==> src/rtl/button_conditioner.sv <==
// button_conditioner
// Front end for the padlock code checker. Five raw, asynchronous, bouncy
// push-button levels are synchronised, debounced and edge-detected. The
// resulting press candidates are arbitrated so that at most one registered
// single-cycle pulse is emitted per clock.
//
// Ports:
//   clk                  system clock
//   reset                asynchronous, active-low reset
//   raw_0..raw_3         raw digit key levels, 1 = pressed
//   raw_open             raw open key level, 1 = pressed
//   but_0..but_3         one-cycle press pulses, digits 0..3
//   open                 one-cycle press pulse, open key
//   stuck[4:0]           per-channel stuck flags, bit order {open,3,2,1,0}
//
// Optional feature: define STUCK_DETECT_EN to build per-channel hold counters.
// A channel whose debounced level stays high for STUCK_CYCLES cycles is flagged
// stuck until reset and is excluded from arbitration. Without the macro, stuck
// reads constant zero.

module button_conditioner #(
    parameter int DEBOUNCE_CYCLES = 16,
    parameter int STUCK_CYCLES    = 1024
) (
    input  logic       clk,
    input  logic       reset,
    input  logic       raw_0,
    input  logic       raw_1,
    input  logic       raw_2,
    input  logic       raw_3,
    input  logic       raw_open,
    output logic       but_0,
    output logic       but_1,
    output logic       but_2,
    output logic       but_3,
    output logic       open,
    output logic [4:0] stuck
);

    localparam int               CNT_W   = $clog2(DEBOUNCE_CYCLES);
    localparam logic [CNT_W-1:0] CNT_MAX = CNT_W'(DEBOUNCE_CYCLES - 1);

    logic [4:0]       raw_vec;
    logic [4:0]       sync1_p0;
    logic [4:0]       sync2_p1;
    logic [4:0]       deb_p2;
    logic [CNT_W-1:0] cnt_p2 [5];
    logic [4:0]       deb_d_p3;
    logic [4:0]       cand;
    logic [4:0]       grant;
    logic [4:0]       stuck_mask;
    logic [4:0]       pulse_p4;

    // Bit index equals priority rank: bit 0 (digit 0) is the highest.
    assign raw_vec = {raw_open, raw_3, raw_2, raw_1, raw_0};

    // Stage p0/p1: two-flop synchroniser
    always_ff @(posedge clk or negedge reset) begin
        if (!reset) begin
            sync1_p0 <= '0;
            sync2_p1 <= '0;
        end else begin
            sync1_p0 <= raw_vec;
            sync2_p1 <= sync1_p0;
        end
    end

    // Stage p2: debounce. The debounced state flips only after the
    // synchronised level has disagreed with it for DEBOUNCE_CYCLES
    // consecutive cycles; any agreeing cycle restarts the count.
    always_ff @(posedge clk or negedge reset) begin
        if (!reset) begin
            deb_p2 <= '0;
            for (int i = 0; i < 5; i++) begin
                cnt_p2[i] <= '0;
            end
        end else begin
            for (int i = 0; i < 5; i++) begin
                if (sync2_p1[i] == deb_p2[i]) begin
                    cnt_p2[i] <= '0;
                end else if (cnt_p2[i] == CNT_MAX) begin
                    deb_p2[i] <= ~deb_p2[i];
                    cnt_p2[i] <= '0;
                end else begin
                    cnt_p2[i] <= cnt_p2[i] + 1'b1;
                end
            end
        end
    end

    // Stage p3: previous debounced state for rising-edge detection
    always_ff @(posedge clk or negedge reset) begin
        if (!reset) begin
            deb_d_p3 <= '0;
        end else begin
            deb_d_p3 <= deb_p2;
        end
    end

`ifdef STUCK_DETECT_EN
    localparam int                HOLD_W   = $clog2(STUCK_CYCLES + 1);
    localparam logic [HOLD_W-1:0] HOLD_MAX = HOLD_W'(STUCK_CYCLES);

    logic [HOLD_W-1:0] hold_cnt [5];
    logic [4:0]        stuck_q;

    // Hold counters saturate at the threshold; the stuck flag is sticky
    // until reset even after the key is released.
    always_ff @(posedge clk or negedge reset) begin
        if (!reset) begin
            stuck_q <= '0;
            for (int i = 0; i < 5; i++) begin
                hold_cnt[i] <= '0;
            end
        end else begin
            for (int i = 0; i < 5; i++) begin
                if (!deb_p2[i]) begin
                    hold_cnt[i] <= '0;
                end else if (hold_cnt[i] != HOLD_MAX) begin
                    hold_cnt[i] <= hold_cnt[i] + 1'b1;
                end
                if (hold_cnt[i] == HOLD_MAX) begin
                    stuck_q[i] <= 1'b1;
                end
            end
        end
    end

    assign stuck_mask = stuck_q;
    assign stuck      = stuck_q;
`else
    // No hold counters: stuck reads constant zero. The threshold is folded
    // in with a zero mask so the parameter set is identical in both builds.
    assign stuck_mask = 5'b0;
    assign stuck      = 5'(STUCK_CYCLES) & 5'b0;
`endif

    // Press candidate: debounced 0->1 seen one cycle late; stuck channels
    // never compete.
    assign cand = deb_p2 & ~deb_d_p3 & ~stuck_mask;

    // Isolate the lowest set bit (two's-complement trick), which is the
    // highest-priority candidate. Losing candidates are simply dropped.
    assign grant = cand & (~cand + 5'd1);

    // Stage p4: registered pulse outputs
    always_ff @(posedge clk or negedge reset) begin
        if (!reset) begin
            pulse_p4 <= '0;
        end else begin
            pulse_p4 <= grant;
        end
    end

    assign but_0 = pulse_p4[0];
    assign but_1 = pulse_p4[1];
    assign but_2 = pulse_p4[2];
    assign but_3 = pulse_p4[3];
    assign open  = pulse_p4[4];

endmodule
==> config.mk <==
export PLATFORM = sky130hd
export DESIGN_NAME = button_conditioner
export DESIGN_NICKNAME = d
export VERILOG_FILES = /design/src/rtl/button_conditioner.sv
export SDC_FILE = /design/constraint.sdc
export NUM_CORES = 1
export LEC_CHECK = 0
export CORE_ASPECT_RATIO = 2
export CORE_MARGIN = 2
export CORE_UTILIZATION = 62
export CTS_BUF_LIST = sky130_fd_sc_hd__clkbuf_4 sky130_fd_sc_hd__clkbuf_8
export DETAILED_ROUTE_END_ITERATION = 8
export PLACE_DENSITY_LB_ADDON = 0.3
export REMOVE_ABC_BUFFERS = 1
export SKIP_LAST_GASP = 1
export SYNTH_ARGS = -nofsm -noshare
export SYNTH_HDL_FRONTEND = slang
export SYNTH_SLANG_ARGS = --single-unit
==> constraint.sdc <==
create_clock -name clk -period 2.1 [get_ports clk]
set_clock_uncertainty 0.15 [all_clocks]
set_input_delay 0.315 -clock clk [delete_from_list [all_inputs] [get_ports clk]]
set_output_delay 0.315 -clock clk [all_outputs]
set_load 0.005 [all_outputs]
==> run_results.csv, run 1 <==
group,metric,value,unit
outcome,outcome,"finished, final reports clean",
cts,clkTransAtPathRegs,0.08,ns
worst_setup_path,cp-startpoint,"pulse_p4[4]$_DFF_PN0_",
cts,clock_latency,0.30,ns
worst_setup_path,slowest_delay,0.49,ns
worst_setup_path,crit_path_cell_trace,"clkdlybuf4s50_1",
power,p_leak,0.9458,nW
drt,vias,978,
global_routing,grt_usage,19.29,%
sta,relSlewSlack,60.09,%
final_layout,antennaDiodeCount,0,
synthesis,netlist_area,1718,µm²
sta,drv_slew,0,
drt,ant_nets,0,
sta,hold_viol_final,0,
worst_setup_path,path_max_fanout,1,
worst_setup_path,path_buf_inv,1,
worst_setup_path,endpoint_kind,"output pin",
die,rows,27,
worst_setup_path,critPathLaunchType,"flip-flop",
cts,cts_tree,"yes",
final_layout,fillCellCount,201,
drt,via_per_inst,5.653,
drt,post_drt_wl_per_cell,14.10,µm
global_routing,first_global_vias,959,
synthesis,ys_warn_count,0,
die,die_h,78.44,µm
global_routing,grt_overflow,0,
final_layout,drive_gt1_share,14.58,%
die,ios,17,
synthesis,synthCells,123,
run,maxCapViolCount,0,
cts,clock-root-buffer,"clkbuf_8",
die,die_w,41.22,µm
synthesis,synth_cell_types,23,
global_routing,grt_antenna_before_repair,0,
synthesis,synth_area_per_cell,13.97,µm²
sta,grt_setup_unrepaired,"false",
worst_setup_path,path_delay_family,"buffers and inverters",
worst_setup_path,reg2reg_slack,0.71,ns
synthesis,ys_seq_elements,45,
worst_setup_path,crit-reg2reg-launch,"cnt_p2[4]$_DFF_PN0_",
final_layout,syn2layout_area_growth,15.37,%
worst_setup_path,worst-path-stages,1,
hold_path,min_path_type,"reg -> reg",
sta,post-route-period-util,75.69,%
worst_setup_path,r2r_cells,3,
final_layout,fin_area,1982,µm²
place,dpl_cell_area,1852,µm²
worst_setup_path,r2r-end,"cnt_p2[7]$_DFF_PN0_",
power,total_power,1.683,mW
global_routing,grt_max_degree,30,
cts,h-tree-depth,2,
worst_setup_path,cp.required,1.63,ns
die,coreArea,2703,µm²
drt,drc,0,
synthesis,ys_seq_area_share,65.55,%
die,initial_core_util,63.56,%
drt,firstDrtPassIters,4,
die,die_area,3233,µm²
global_routing,grt_pass1_wl,4.029,mm
worst_setup_path,arrival,1.12,ns
cts,postCtsSetupRepairBufs,0,
sta,worst_pin_slew,0.5987,ns
cts,ctsLongestPathBuffers,2,
sta,tns,0,ns
drt,wirelength,2.439,mm
sta,fmax,629.2,MHz
place,globalplace.congestion,0.6588,
place,dpl.hpwl,1.726,mm
power,ir_drop,0.0006236,V
sta,setup_viol,0,
worst_setup_path,critPathSlowestCell,"clkdlybuf4s50_1",
worst_setup_path,endpoint,"open",
place,port_buffers,11,
cts,clkSinkCount,45,
drt,drt-initial-drc-count,32,
sta,min_period,1.589,ns
power,p_per_area,848.9,nW/µm²
final_layout,nets,155,
worst_setup_path,worstSetupPathType,"reg -> out",
cts,numCtsBuffers,5,
## sequential cells by signal (all words and copies together) (netlist names)
signal and cells:
cnt_p2 20, deb_d_p3 5, deb_p2 5, pulse_p4 5, sync1_p0 5, sync2_p1 5
## per-layer routing
| metal | vias up | wire, µm | global-route usage [%] |
|---|---|---|---|
| li1 | 451 | - | - |
| met1 | 494 | 931 | 21.34 |
| met2 | 24 | 1326 | 29.06 |
| met3 | 9 | 96 | 6.780 |
| met4 | 0 | 85 | 12.90 |
| met5 | - | 0 | 0 |
## metrics by stage
stage	utilization [%]	worst slack, ns	hold WS (ns)	cells
2_1_floorplan	-	0.8036	-0.1306	122
3_3_place_gp	68.52	0.7614	0.1874	164
3_5_place_dp	68.52	0.6801	0.1879	164
4_1_cts	73.33	0.4831	0.1989	173
5_1_grt	73.33	0.4336	0.2098	173
6_report	73.33	0.5106	0.1956	173
## cells in the final DEF, fill, tap and decap left out
cell | Yosys | final
dfrtp_1 | 45 | 45
xnor2_1 | 10 | 10
clkdlybuf4s50_1 | 0 | 10
nor2b_1 | 7 | 7
nor2_1 | 7 | 7
a21oi_1 | 6 | 6
clkbuf_8 | 0 | 6
mux2_4 | 5 | 5
ha_1 | 5 | 5
conb_1 | 1 | 5
nand3_1 | 4 | 4
inv_1 | 4 | 4
nor3b_1 | 3 | 3
a311oi_1 | 3 | 3
nand4b_1 | 3 | 3
o21ai_0 | 3 | 3
nand2b_1 | 2 | 2
nand3_2 | 2 | 2
a21o_1 | 2 | 2
a31oi_1 | 2 | 2
buf_4 | 5 | 2
nand2b_2 | 1 | 1
nand2_1 | 1 | 1
nor3b_2 | 1 | 1
nor4b_2 | 1 | 1
clkinvlp_4 | 0 | 1
bufinv_16 | 0 | 1
dlygate4sd3_1 | 0 | 1
buf_2 | 0 | 1
## layout make-up
class,count,area [µm²],area share [%]
well taps,29,36.28,1.831
flip-flops and latches,45,1126,56.82
multi-input cells,73,554.3,27.97
inverters,4,15.01,0.7576
repair buffers,14,130.1,6.566
clock inverters,2,37.54,1.894
clock buffers,6,82.58,4.167
## power breakdown
part           internal, mW  switching (mW)  total (mW)
sequential            0.899          0.0308       0.930
clock                 0.386           0.277       0.663
combinational        0.0439          0.0454      0.0892
## what timing repair did
item,CTS,global route
hold buffers,1,0
gates resized for setup,0,0
hold endpoints to repair,27,0
## worst min-delay path by stage
stage                           from               endpoint  slack, ns  cells after the start
2_1_floorplan                  reset    cnt_p2[0]$_DFF_PN0_      -0.13                      0
3_3_place_gp   sync1_p0[1]$_DFF_PN0_  sync2_p1[1]$_DFF_PN0_       0.19                      0
3_5_place_dp   sync1_p0[0]$_DFF_PN0_  sync2_p1[0]$_DFF_PN0_       0.19                      0
4_1_cts        sync1_p0[0]$_DFF_PN0_  sync2_p1[0]$_DFF_PN0_       0.20                      0
5_1_grt        sync1_p0[1]$_DFF_PN0_  sync2_p1[1]$_DFF_PN0_       0.21                      0
6_report       sync1_p0[0]$_DFF_PN0_  sync2_p1[0]$_DFF_PN0_       0.20                      0
## synth_stat cells, drive strengths merged
cell type / number / area, µm²
a31oi: 2 / 12.51
a21o: 2 / 15.01
nor3b: 4 / 35.03
nand4b: 3 / 26.28
ha: 5 / 62.56
a311oi: 3 / 26.28
nor2: 7 / 26.28
nor2b: 7 / 43.79
o21ai: 3 / 15.01
nand3: 6 / 40.04
inv: 4 / 15.01
conb: 1 / 3.750
xnor2: 10 / 87.58
buf: 5 / 37.54
dfrtp: 45 / 1126
a21oi: 6 / 30.03
nand2: 1 / 3.750
mux2: 5 / 75.07
nor4b: 1 / 15.01
nand2b: 3 / 21.27
## logic make-up after synthesis
| family | share of synthesized area (%) |
|---|---|
| flip-flops | 65.55 |
| AO/OA/AOI/OAI | 5.754 |
| other | 0.2183 |
| XOR/XNOR | 5.098 |
| AND/OR/NAND/NOR | 12.31 |
| buffers and inverters | 3.059 |
| multiplexers | 4.370 |
| adder cells (fa/ha/maj) | 3.642 |
Power figures use the tool's default switching activity.
==> inputs of run 2 (changes only) <==
--- a/config.mk
+++ b/config.mk
@@ -7,7 +7,7 @@
 export LEC_CHECK = 0
 export CORE_ASPECT_RATIO = 2
 export CORE_MARGIN = 2
-export CORE_UTILIZATION = 62
+export CORE_UTILIZATION = 58
 export CTS_BUF_LIST = sky130_fd_sc_hd__clkbuf_4 sky130_fd_sc_hd__clkbuf_8
 export DETAILED_ROUTE_END_ITERATION = 8
 export PLACE_DENSITY_LB_ADDON = 0.3
==> constraint.sdc (replaced) <==
create_clock -name clk -period 1.65 [get_ports clk]
set_clock_uncertainty 0.15 [all_clocks]
set_input_delay 0.2475 -clock clk [delete_from_list [all_inputs] [get_ports clk]]
set_output_delay 0.2475 -clock clk [all_outputs]
set_load 0.005 [all_outputs]
==> run_results.csv, run 2 (synthesis gave the netlist of run 1 again) <==
group,metric,value,unit
final_layout,final_common_cell,"dfrtp_1",
drt,vias,951,
outcome,outcome,"finished, final reports clean",
final_layout,seq_area,1126,µm²
cts,holdBufCountCts,1,
die,rows,28,
cts,numCtsBuffers,5,
cts,post_cts_resized,0,
hold_path,hold_end,"sync2_p1[2]$_DFF_PN0_",
final_layout,top_register,"cnt_p2",
sta,worst_pin_slew,0.5231,ns
drt,post_drt_wl_per_cell,13.41,µm
cts,h-tree-depth,2,
hold_path,hold_start,"sync1_p0[2]$_DFF_PN0_",
final_layout,nets,155,
power,total_power,1.885,mW
worst_setup_path,cp-startpoint,"pulse_p4[0]$_DFF_PN0_",
sta,hold_viol_final,0,
final_layout,fillCellCount,214,
drt,firstDrtPassIters,2,
die,die_w,42.49,µm
worst_setup_path,endpoint_kind,"output pin",
sta,min_period,1.507,ns
worst_setup_path,path_max_fanout,1,
drt,ant_nets,0,
worst_setup_path,path_buf_inv,1,
worst_setup_path,cp.required,1.25,ns
cts,clock_latency,0.28,ns
die,ios,17,
hold_path,min_path_type,"reg -> reg",
global_routing,first_global_vias,1000,
die,die_area,3440,µm²
drt,via_per_inst,5.529,
place,dpl.hpwl,1.694,mm
place,pre_cts_slack,0.2786,ns
place,globalplace.congestion,0.6896,
sta,fmax,663.5,MHz
final_layout,syn2layout_area_growth,12.75,%
sta,fin_hold_ws,0.2013,ns
worst_setup_path,path_delay_family,"buffers and inverters",
worst_setup_path,critPathLaunchType,"flip-flop",
cts,cts_tree,"yes",
sta,timing.final.ws_setup,0.1428,ns
sta,setup_viol,0,
global_routing,grt_max_degree,26,
global_routing,grt_pass1_wl,4.181,mm
sta,post-route-period-util,91.34,%
worst_setup_path,critPathSlowestCell,"clkdlybuf4s50_1",
worst_setup_path,arrival,1.11,ns
power,p_per_area,973.2,nW/µm²
die,coreArea,2908,µm²
global_routing,grt_overflow,0,
sta,tns,0,ns
hold_path,whs_path_depth,0,
power,p_leak,0.9282,nW
worst_setup_path,slowest_delay,0.49,ns
place,dp_cells,165,
worst_setup_path,worstSetupPathType,"reg -> out",
global_routing,grt_usage,16.53,%
global_routing,grt_antenna_before_repair,0,
cts,postCtsSetupRepairBufs,0,
cts,clock-root-buffer,"clkbuf_8",
worst_setup_path,r2r_cells,3,
place,port_buffers,11,
cts,clkSinkCount,45,
final_layout,final_cells,172,
final_layout,antennaDiodeCount,0,
power,ir_drop,0.0007130,V
drt,drc,0,
final_layout,drive_gt1_share,13.38,%
worst_setup_path,crit_path_cell_trace,"clkdlybuf4s50_1",
cts,ctsLongestPathBuffers,2,
sta,grt_setup_unrepaired,"false",
final_layout,multiInputGateArea,554.3,µm²
sta,relSlewSlack,65.12,%
worst_setup_path,r2r-end,"deb_p2[1]$_DFFE_PN0P_",
drt,drt-initial-drc-count,6,
final_layout,layout_common_cells,"dfrtp_1 (45), xnor2_1 (10), clkdlybuf4s50_1 (10), nor2b_1 (7), nor2_1 (7)",
final_layout,largest_reg_flops,20,
worst_setup_path,reg2reg_slack,0.27,ns
run,maxCapViolCount,0,
drt,wirelength,2.307,mm
cts,clkTransAtPathRegs,0.07,ns
worst_setup_path,crit-reg2reg-launch,"cnt_p2[12]$_DFF_PN0_",
die,initial_core_util,59.08,%
die,die_h,80.97,µm
sta,drv_slew,0,
run 2: metrics by stage:
| stage | utilization [%] | instance area (µm²) |
|---|---|---|
| final | 66.61 | 1937 |
| after global routing | 66.61 | 1937 |
| after CTS | 66.61 | 1937 |
| after detailed placement | 63.73 | 1853 |
| after global placement | 63.73 | 1853 |
| after floorplan | - | 1695 |
run 2: layer usage:
metal	vias up	routed length, µm	share of wire (%)	GRT usage, %
met4	0	55	2.4	7.500
met1	479	877	38	17.37
li1	448	-	-	-
met5	-	0	0	0
met3	6	80	3.5	4.667
met2	18	1294	56	29.85
run 2: area by class of cell:
class                           count  share of cell area, %
Timing Repair Buffer               14                  6.718
Inverter                            4                 0.7752
Sequential cell                    45                  58.14
Multi-Input combinational cell     73                  28.62
Clock inverter                      1                 0.2584
Clock buffer                        5                  3.553
Tap cell                           30                  1.938
run 2: report_power, final:
group          switching (mW)  internal (mW)
logic                  0.0585         0.0568
clock network           0.309          0.278
registers              0.0374           1.15
run 2: worst max-delay path by stage:
| stage | end | depth (start not counted) |
|---|---|---|
| after floorplan | deb_p2[2]$_DFFE_PN0P_ | 3 |
| after global placement | deb_p2[1]$_DFFE_PN0P_ | 3 |
| after detailed placement | deb_p2[1]$_DFFE_PN0P_ | 3 |
| after CTS | but_0 | 1 |
| after global routing | but_0 | 1 |
| final | but_0 | 1 |
==> inputs of run 3 (changes only) <==
--- a/config.mk
+++ b/config.mk
@@ -10,9 +10,11 @@
 export CORE_UTILIZATION = 58
 export CTS_BUF_LIST = sky130_fd_sc_hd__clkbuf_4 sky130_fd_sc_hd__clkbuf_8
 export DETAILED_ROUTE_END_ITERATION = 8
+export GPL_TIMING_DRIVEN = 0
 export PLACE_DENSITY_LB_ADDON = 0.3
 export REMOVE_ABC_BUFFERS = 1
 export SKIP_LAST_GASP = 1
 export SYNTH_ARGS = -nofsm -noshare
 export SYNTH_HDL_FRONTEND = slang
 export SYNTH_SLANG_ARGS = --single-unit
+export TNS_END_PERCENT = 10
==> run_results.csv, run 3 (synthesis gave the netlist of run 1 again) <==
group,metric,value,unit
outcome,outcome,"finished, final reports clean",
final_layout,final_util,67.73,%
worst_setup_path,crit-reg2reg-launch,"cnt_p2[8]$_DFF_PN0_",
die,coreArea,2908,µm²
worst_setup_path,worst-path-stages,1,
final_layout,nets,154,
worst_setup_path,path_buf_inv,1,
worst_setup_path,endpoint_kind,"output pin",
cts,clkSinkCount,45,
power,ir_drop,0.0008425,V
final_layout,layout_common_cells,"dfrtp_1 (45), xnor2_1 (10), clkdlybuf4s50_1 (10)",
drt,drt-initial-drc-count,7,
cts,post_cts_resized,0,
place,port_buffers,11,
worst_setup_path,endpoint,"but_1",
drt,met2_length,1.337,mm
place,dpl.hpwl,1.688,mm
cts,cts_tree,"yes",
drt,via_per_inst,5.410,
run,maxCapViolCount,0,
final_layout,top_register,"cnt_p2",
worst_setup_path,r2r_cells,3,
final_layout,largest_reg_flops,20,
global_routing,grt_pass1_wl,4.160,mm
die,die_w,42.49,µm
sta,hold_viol_final,0,
final_layout,final_common_cell,"dfrtp_1",
cts,clock-root-buffer,"clkbuf_8",
power,total_power,2.012,mW
sta,grt_setup_unrepaired,"false",
power,p_per_area,1022,nW/µm²
global_routing,grt_usage,17.08,%
cts,clkTransAtPathRegs,0.08,ns
cts,numCtsBuffers,5,
drt,vias,936,
cts,h-tree-depth,2,
global_routing,grt_max_degree,45,
drt,firstDrtPassIters,3,
global_routing,grt_antenna_before_repair,0,
cts,clock_latency,0.29,ns
sta,setup_viol,0,
worst_setup_path,path_max_fanout,1,
sta,drv_slew,0,
drt,ant_nets,0,
worst_setup_path,arrival,1.12,ns
drt,wirelength,2.346,mm
place,dpl_cell_area,1858,µm²
final_layout,fin_area,1969,µm²
die,ios,17,
worst_setup_path,worstSetupPathType,"reg -> out",
die,rows,28,
hold_path,min_path_type,"in -> async",
final_layout,syn2layout_area_growth,14.64,%
sta,fmax,659.1,MHz
die,die_area,3440,µm²
worst_setup_path,reg2reg_slack,0.27,ns
drt,post_drt_wl_per_cell,13.56,µm
sta,timing.final.ws_setup,0.1328,ns
die,initial_core_util,59.08,%
drt,routed-wl-met3,85,µm
drt,highest_layer,"met4",
place,pre_cts_slack,0.2767,ns
worst_setup_path,r2r-end,"deb_p2[2]$_DFFE_PN0P_",
die,die_h,80.97,µm
worst_setup_path,crit_path_cell_trace,"clkdlybuf4s50_1",
cts,ctsLongestPathBuffers,2,
worst_setup_path,slowest_delay,0.49,ns
final_layout,antennaDiodeCount,0,
global_routing,first_global_vias,985,
sta,post-route-period-util,91.95,%
sta,min_period,1.517,ns
power,p_leak,0.9424,nW
global_routing,grt_overflow,0,
worst_setup_path,cp.required,1.25,ns
sta,tns,0,ns
drt,drc,0,
place,globalplace.congestion,0.6723,
worst_setup_path,path_delay_family,"buffers and inverters",
worst_setup_path,critPathSlowestCell,"clkdlybuf4s50_1",
worst_setup_path,cp-startpoint,"pulse_p4[1]$_DFF_PN0_",
worst_setup_path,critPathLaunchType,"flip-flop",
final_layout,drive_gt1_share,13.99,%
drt,wl_met1,861,µm
[run 3: cell type report]
type / count / area (µm²)
multi-input cells: 73 / 554.3
well taps: 30 / 37.54
clock inverters: 1 / 5.005
flip-flops and latches: 45 / 1126
repair buffers: 13 / 135.1
clock buffers: 7 / 96.34
inverters: 4 / 15.01
fillers: 215 / 938.4
[run 3: metrics by stage]
step	cells	hold WS (ns)
6_report	173	0.1269
5_1_grt	173	0.1290
4_1_cts	173	0.1142
3_5_place_dp	164	-0.1028
3_3_place_gp	163	0.1827
2_1_floorplan	122	-0.1981
[run 3: what timing repair did]
| action | in CTS | in global routing |
|---|---|---|
| hold endpoints to repair | 45 | 0 |
| buffers inserted | 0 | 0 |
| hold buffers | 1 | 0 |
| setup endpoints to repair | 0 | 0 |
[run 3: power by group]
group | switching [mW] | internal [mW]
Combinational | 0.0577 | 0.0589
Clock | 0.336 | 0.378
Sequential | 0.0372 | 1.14
[run 3: worst min-delay path by stage]
| stage | endpoint | cells after the start |
|---|---|---|
| 3_5_place_dp | cnt_p2[12]$_DFF_PN0_ | 1 |
| 4_1_cts | cnt_p2[12]$_DFF_PN0_ | 2 |
| 6_report | cnt_p2[12]$_DFF_PN0_ | 2 |
| 5_1_grt | cnt_p2[12]$_DFF_PN0_ | 2 |
| 3_3_place_gp | sync2_p1[1]$_DFF_PN0_ | 0 |
| 2_1_floorplan | cnt_p2[0]$_DFF_PN0_ | 0 |
[run 3: routing by layer]
metal	vias to the layer above	track usage [%]
met5	-	0
met4	0	11.25
met3	4	5.333
met2	18	31.23
met1	469	15.53
li1	445	-
